--- config.mk ---
export PLATFORM = sky130hd
export DESIGN_NAME = qa_umf_channel_mux
export DESIGN_NICKNAME = d
export VERILOG_FILES = /design/src/rtl/qa_umf_channel_mux.sv
export SDC_FILE = /design/constraint.sdc
export NUM_CORES = 2
export LEC_CHECK = 0
export CAP_MARGIN = 40
export CORE_MARGIN = 10
export CORE_UTILIZATION = 40
export CTS_BUF_LIST = sky130_fd_sc_hd__clkbuf_16
export CTS_CLUSTER_DIAMETER = 40
export CTS_CLUSTER_SIZE = 28
export DETAILED_ROUTE_END_ITERATION = 10
export DONT_BUFFER_PORTS = 1
export PLACE_DENSITY_LB_ADDON = 0.12
export SLEW_MARGIN = 20
export SYNTH_ARGS = -nofsm -noshare
export SYNTH_HDL_FRONTEND = slang
export SYNTH_SLANG_ARGS = --single-unit
--- constraint.sdc ---
create_clock -name vl_clk_LPdomain_32ui -period 5.3 [get_ports vl_clk_LPdomain_32ui]
set_input_delay 0.53 -clock vl_clk_LPdomain_32ui [delete_from_list [all_inputs] [get_ports vl_clk_LPdomain_32ui]]
set_output_delay 0.53 -clock vl_clk_LPdomain_32ui [all_outputs]
set_load 0.02 [all_outputs]
--- src/rtl/qa_umf_channel_mux.sv ---
// N-channel UMF mux/demux in front of the QuickAssist driver.
// TX: per-channel FIFOs drained round-robin. RX: channel-id field routes each driver word to a per-channel register.
module qa_umf_channel_mux #(
  parameter  int N_CHAN        = 4,
  parameter  int UMF_WIDTH     = 128,
  parameter  int CHAN_ID_WIDTH = 4,
  parameter  int FIFO_DEPTH    = 4,
  localparam int PAYLOAD_WIDTH = UMF_WIDTH - CHAN_ID_WIDTH
) (
  input  logic                            vl_clk_LPdomain_32ui,
  input  logic                            ffs_vl_LP32ui_lp2sy_SoftReset_n,
  input  logic [N_CHAN*PAYLOAD_WIDTH-1:0] cl_tx_data,
  input  logic [N_CHAN-1:0]               cl_tx_valid,
  output logic [N_CHAN-1:0]               cl_tx_rdy,
  output logic [N_CHAN*PAYLOAD_WIDTH-1:0] cl_rx_data,
  output logic [N_CHAN-1:0]               cl_rx_valid,
  input  logic [N_CHAN-1:0]               cl_rx_enable,
  output logic [UMF_WIDTH-1:0]            drv_tx_data,
  output logic                            drv_tx_enable,
  input  logic                            drv_tx_rdy,
  input  logic [UMF_WIDTH-1:0]            drv_rx_data,
  input  logic                            drv_rx_rdy,
  output logic                            drv_rx_enable,
  output logic [15:0]                     err_drop_cnt
);

  localparam int AW = $clog2(FIFO_DEPTH);
  localparam logic [AW:0]              PTR_ONE  = (AW+1)'(1);
  localparam logic [CHAN_ID_WIDTH-1:0] ID_ONE   = CHAN_ID_WIDTH'(1);
  localparam logic [CHAN_ID_WIDTH-1:0] LAST_ID  = CHAN_ID_WIDTH'(N_CHAN - 1);
  localparam logic [CHAN_ID_WIDTH:0]   ID_LIMIT = (CHAN_ID_WIDTH+1)'(N_CHAN);

  typedef logic [PAYLOAD_WIDTH-1:0] payload_t;

  logic clk, rst_n;
  assign clk   = vl_clk_LPdomain_32ui;
  assign rst_n = ffs_vl_LP32ui_lp2sy_SoftReset_n;

  payload_t                 mem_q    [N_CHAN][FIFO_DEPTH];
  payload_t                 mem_d    [N_CHAN][FIFO_DEPTH];
  logic [AW:0]              wr_ptr_q [N_CHAN];
  logic [AW:0]              wr_ptr_d [N_CHAN];
  logic [AW:0]              rd_ptr_q [N_CHAN];
  logic [AW:0]              rd_ptr_d [N_CHAN];
  logic [CHAN_ID_WIDTH-1:0] rr_q, rr_d;
  payload_t                 rx_data_q [N_CHAN];
  payload_t                 rx_data_d [N_CHAN];
  logic [N_CHAN-1:0]        rx_valid_q, rx_valid_d;
  logic [15:0]              drop_cnt_q, drop_cnt_d;

  logic [N_CHAN-1:0]        empty, full;
  logic                     any_elig, tx_issue;
  logic [CHAN_ID_WIDTH-1:0] grant;
  payload_t                 head;

  logic [CHAN_ID_WIDTH-1:0] rx_id;
  payload_t                 rx_payload;
  logic                     rx_id_ok, rx_blocked;

  // Pointers carry one extra wrap bit so full and empty are distinguishable.
  // NOTE: every always_comb output gets a default first, so no path leaves it unassigned and infers a latch.
  always_comb begin
    empty = '0;
    full  = '0;
    for (int i = 0; i < N_CHAN; i++) begin
      empty[i] = (wr_ptr_q[i] == rd_ptr_q[i]);
      full[i]  = (wr_ptr_q[i][AW] != rd_ptr_q[i][AW]) &&
                 (wr_ptr_q[i][AW-1:0] == rd_ptr_q[i][AW-1:0]);
    end
  end

  // Rotating priority: channels at or above the pointer first, then the wrapped-around remainder.
  always_comb begin
    any_elig = 1'b0;
    grant    = '0;
    for (int i = 0; i < N_CHAN; i++) begin
      if (!any_elig && !empty[i] && (i[CHAN_ID_WIDTH-1:0] >= rr_q)) begin
        any_elig = 1'b1;
        grant    = i[CHAN_ID_WIDTH-1:0];
      end
    end
    for (int i = 0; i < N_CHAN; i++) begin
      if (!any_elig && !empty[i] && (i[CHAN_ID_WIDTH-1:0] < rr_q)) begin
        any_elig = 1'b1;
        grant    = i[CHAN_ID_WIDTH-1:0];
      end
    end
  end

  always_comb begin
    head = '0;
    for (int i = 0; i < N_CHAN; i++) begin
      if (grant == i[CHAN_ID_WIDTH-1:0]) head = mem_q[i][rd_ptr_q[i][AW-1:0]];
    end
  end

  assign tx_issue      = drv_tx_rdy & any_elig;
  assign drv_tx_enable = tx_issue;
  assign drv_tx_data   = {grant, head};
  assign cl_tx_rdy     = ~full;

  always_comb begin
    mem_d    = mem_q;
    wr_ptr_d = wr_ptr_q;
    rd_ptr_d = rd_ptr_q;
    rr_d     = rr_q;
    for (int i = 0; i < N_CHAN; i++) begin
      if (cl_tx_valid[i] && !full[i]) begin
        mem_d[i][wr_ptr_q[i][AW-1:0]] = cl_tx_data[i*PAYLOAD_WIDTH +: PAYLOAD_WIDTH];
        wr_ptr_d[i] = wr_ptr_q[i] + PTR_ONE;
      end
      if (tx_issue && (grant == i[CHAN_ID_WIDTH-1:0])) rd_ptr_d[i] = rd_ptr_q[i] + PTR_ONE;
    end
    if (tx_issue) rr_d = (grant == LAST_ID) ? '0 : grant + ID_ONE;
  end

  assign rx_id      = drv_rx_data[UMF_WIDTH-1 -: CHAN_ID_WIDTH];
  assign rx_payload = drv_rx_data[PAYLOAD_WIDTH-1:0];
  assign rx_id_ok   = ({1'b0, rx_id} < ID_LIMIT);

  // Only an occupied, unconsumed target register stalls the driver; bad ids always drain.
  always_comb begin
    rx_blocked = 1'b0;
    for (int i = 0; i < N_CHAN; i++) begin
      if ((rx_id == i[CHAN_ID_WIDTH-1:0]) && rx_valid_q[i] && !cl_rx_enable[i]) rx_blocked = 1'b1;
    end
  end

  assign drv_rx_enable = drv_rx_rdy & ~rx_blocked;

  always_comb begin
    rx_valid_d = rx_valid_q & ~cl_rx_enable;
    rx_data_d  = rx_data_q;
    drop_cnt_d = drop_cnt_q;
    for (int i = 0; i < N_CHAN; i++) begin
      if (drv_rx_enable && rx_id_ok && (rx_id == i[CHAN_ID_WIDTH-1:0])) begin
        rx_valid_d[i] = 1'b1;
        rx_data_d[i]  = rx_payload;
      end
    end
    if (drv_rx_enable && !rx_id_ok && (drop_cnt_q != 16'hFFFF)) drop_cnt_d = drop_cnt_q + 16'd1;
  end

  always_comb begin
    cl_rx_data = '0;
    for (int i = 0; i < N_CHAN; i++) cl_rx_data[i*PAYLOAD_WIDTH +: PAYLOAD_WIDTH] = rx_data_q[i];
  end

  assign cl_rx_valid  = rx_valid_q;
  assign err_drop_cnt = drop_cnt_q;

  // NOTE: sequential state uses non-blocking assignments so every flop samples pre-edge values.
  always_ff @(posedge clk) begin
    if (!rst_n) begin
      wr_ptr_q   <= '{default: '0};
      rd_ptr_q   <= '{default: '0};
      rr_q       <= '0;
      rx_data_q  <= '{default: '0};
      rx_valid_q <= '0;
      drop_cnt_q <= '0;
    end else begin
      wr_ptr_q   <= wr_ptr_d;
      rd_ptr_q   <= rd_ptr_d;
      rr_q       <= rr_d;
      rx_data_q  <= rx_data_d;
      rx_valid_q <= rx_valid_d;
      drop_cnt_q <= drop_cnt_d;
    end
  end

  // NOTE: FIFO storage is deliberately not reset; the cleared pointers make stale contents unreachable.
  always_ff @(posedge clk) begin
    mem_q <= mem_d;
  end

endmodule

==> flow_metrics.tcl <==
set metrics [dict create \
    drt_iter0_markers 6532 \
    grt_usage 0.258 \
    initial_utilization 0.402 \
    hp-class "in -> reg" \
    worst_pin_slew_ns 1.44 \
    worst_r2r_path_depth 4 \
    syn_to_final_growth_pct 25.6 \
    drv_slew 0 \
    clock.fmax_mhz 197 \
    synthArstFlopShare 0 \
    drive_gt1_frac 0.181 \
    rsz0062_at_grt "no" \
    min_period_over_period 0.957 \
    vias 61900 \
    dp_hpwl_mm 236 \
    io_buffers 0 \
    synthTopCellsByCount "edfxtp_1, nand2_1, dfxtp_1" \
    synth.area.mux_share 0.112 \
    slowest_stage "a32oi_1" \
    p_switching_w 0.0241 \
    hold_depth 4 \
    yosysMostFrequentCell "edfxtp_1" \
    max-vdd-ir-drop_v 0.000640 \
    clockRootBuffer "clkbuf_16" \
    viasPerCell 5.81 \
    clockBufferDepth 4 \
    grt_start_max_net_pins 168 \
    status "complete, no violations" \
    grt_pass1_wl_mm 491 \
    yosys_warnings 0 \
    layout.nets 7716 \
    crit_path_cell_trace "xnor2_2 -> and3b_1 -> o21ai_0 -> a21oi_1 -> o22ai_1 -> ha_4 -> inv_8 -> buf_4 -> and3_1 -> a32oi_1 -> a32oi_1" \
    yosysSeqAreaShare 0.721 \
    syn_inst 6284 \
    worstPathMaxFanout 88 \
    hold_viol_final 0 \
    synth_area_leaders "edfxtp_1, dfxtp_1, mux4_2" \
    crit_arrival_ns 4.54 \
    setup_violations 0 \
    cts.sinks 2526 \
    avgSynthCellArea_um2 15.5 \
    yosys.area_share.adder 0.00295 \
    setup_tns_ns 0 \
    synth_edf_count 1984 \
    power.density_mw_per_mm2 562 \
    cts_tree "yes" \
    syn_area_mm2 0.0977 \
    p_seq_frac 0.327 \
    first_pass_iters 7 \
    ant_nets 0 \
    required_ns 4.77 \
    synth_top_family_by_area "multiplexers" \
    die_h_um 514 \
    holdCritStartpoint "cl_tx_valid[1]" \
    ys_ff_latch 2526 \
    synth_top_area_cell "edfxtp_1" \
    numCtsBuffers 403 \
    synth_simple_gate_area_share 0.0672 \
    r2r_setup_slack_ns 2.20 \
    ioPinCount 1286 \
    yosysTopAreaCellShare 0.610 \
    path_clk_slew_ns 0.05 \
    critPathKind "reg -> out" \
    pwr-share-clk 0.379 \
    comb_power_share 0.293 \
    antenna_found_initial 170 \
    wl_mm 355 \
    cpMostUsedCell "a32oi_1" \
    relSlewSlack 0.0373 \
    finClkSkew_ns 0.106 \
    cp-start-kind "register" \
    min_to "wr_ptr_q[6]$_SDFFE_PN0P_" \
    h-tree-depth 5 \
    hold_slack_ns 0.0541 \
    synth_compound_area_frac 0.0713 \
    max-cap-violations 0 \
    swShare 0.349 \
    drc 0 \
    rows 181 \
    rr_startpoint "wr_ptr_q[9]$_SDFFE_PN0P_" \
    ys_types 68 \
    finalCriticalPeriod_ns 5.07 \
    fin_cells 10700 \
    place_congestion 0.851 \
    internal_power_w 0.0449 \
    dieArea_mm2 0.264 \
    insertion_delay_ns 0.98 \
    grt_remaining_overflow 0 \
    die_w_um 514 \
    r2r_end "mem_q[1542]$_DFFE_PP_" \
    grt_pass1_vias 60500 \
    wl_per_cell_um 33.3 \
    ys.flop_type "edfxtp_1" \
    dpl.cell_count 9219 \
    max_stage_delay_ns 0.82 \
    crit_path_end_kind "primary output" \
    synthXorXnorAreaFrac 0.00374 \
    core_mm2 0.243 \
    leakage_nw 39.1 \
]
## registers in the layout, summed over array words and instances, names as in the netlist
register      cells
wr_ptr_q         12
err_drop_cnt     16
cl_rx_valid       4
rr_q              2
mem_q          1984
cl_rx_data      496
rd_ptr_q         12
## cells by family after synthesis
kind of cell               after synthesis
and+or+nand+nor                       1512
xor gates and xnor gates                34
adders and majority gates               23
muxes                                  629
DFF                                   2526
buffers and inverters                  510
other                                    1
AOI/OAI and AO/OA                     1049
## critical path: cells and delay by family (launching register included)
kind            cells  cell delay [ns]
compound gates      5             1.42
xor+xnor            1             0.18
fa+ha+maj           1             0.23
buf+inv             2             0.62
flops               1             0.45
simple gates        2             0.49
## routing by layer
layer	up-vias	track usage	routed length, µm
met1	31800	0.300	127000
met5	-	0	598
met4	98	0.106	16400
met3	805	0.0760	31300
li1	26200	-	-
met2	2969	0.446	180000
## power groups by stage
stage	logic [W]	clock network, W	registers (W)
finish	0.0202	0.0261	0.0226
global route	0.0210	0.0274	0.0226
CTS	0.0204	0.0265	0.0226
detailed placement	0.0196	0	0.0230
global placement	0.0194	0	0.0229
floorplan	0.0109	0	0.0229
## through the flow
step / util / power, W / setup slack, ns / cell area [µm²]
floorplan: - / 0.0339 / 0.833 / 97700
global placement: 0.420 / 0.0424 / 0.929 / 102000
detailed placement: 0.421 / 0.0426 / 0.983 / 103000
CTS: 0.503 / 0.0695 / 0.119 / 122000
global route: 0.504 / 0.0710 / 0.0278 / 123000
finish: 0.505 / 0.0689 / 0.226 / 123000
## cells in the final DEF (no fill, tap or decap), types with 7 or more instances in the layout
cell type	n
buf_12	57
ha_1	22
a22oi_1	125
a21oi_1	511
clkbuf_16	406
dfxtp_4	7
clkinv_4	31
nor2_1	41
inv_8	18
clkinv_2	38
bufinv_16	43
xnor2_1	13
mux2i_1	257
and2_4	17
nand2_1	1136
xor2_1	12
clkinv_1	28
buf_16	20
o31ai_1	125
diode_2	79
mux4_2	372
o21ai_0	8
and3_1	126
nand3_1	16
edfxtp_1	1984
dfxtp_1	535
clkinvlp_4	57
dlygate4sd3_1	630
inv_6	64
nand2b_1	7
nand4_1	129
xnor2_2	9
buf_4	149
clkinv_8	8
inv_1	46
a32oi_1	247
## final cells by class
| class | count | area [µm²] |
|---|---|---|
| multi-input combinational | 3249 | 25300 |
| antenna | 79 | 198 |
| inverter | 18 | 82.6 |
| sequential | 2526 | 70500 |
| clock inverter | 320 | 3390 |
| tap | 3202 | 4010 |
| fill | 20400 | 121000 |
| clock buffer | 406 | 10200 |
| timing repair buffer | 859 | 9150 |
## how the worst max path moves through the flow
stage,depth (start not counted),start,to,slack [ns]
after CTS,14,rd_ptr_q[1]$_SDFFE_PN0P_,drv_tx_data[89],0.12
after floorplan,4,rd_ptr_q[1]$_SDFFE_PN0P_,mem_q[0]$_DFFE_PP_,0.83
after global routing,12,wr_ptr_q[6]$_SDFFE_PN0P_,drv_tx_data[26],0.03
after global placement,13,wr_ptr_q[6]$_SDFFE_PN0P_,drv_tx_data[89],0.93
final,11,wr_ptr_q[6]$_SDFFE_PN0P_,drv_tx_data[48],0.23
after detailed placement,12,rd_ptr_q[1]$_SDFFE_PN0P_,drv_tx_data[89],0.98
## repair_timing
action,4_1_cts,5_1_grt
setup buffers,0,0
endpoints found under the hold margin,2524,0
endpoints found under the setup margin,1,3
hold buffers,631,0
gates resized for setup,1,1
(Power assumes the default switching activity.)
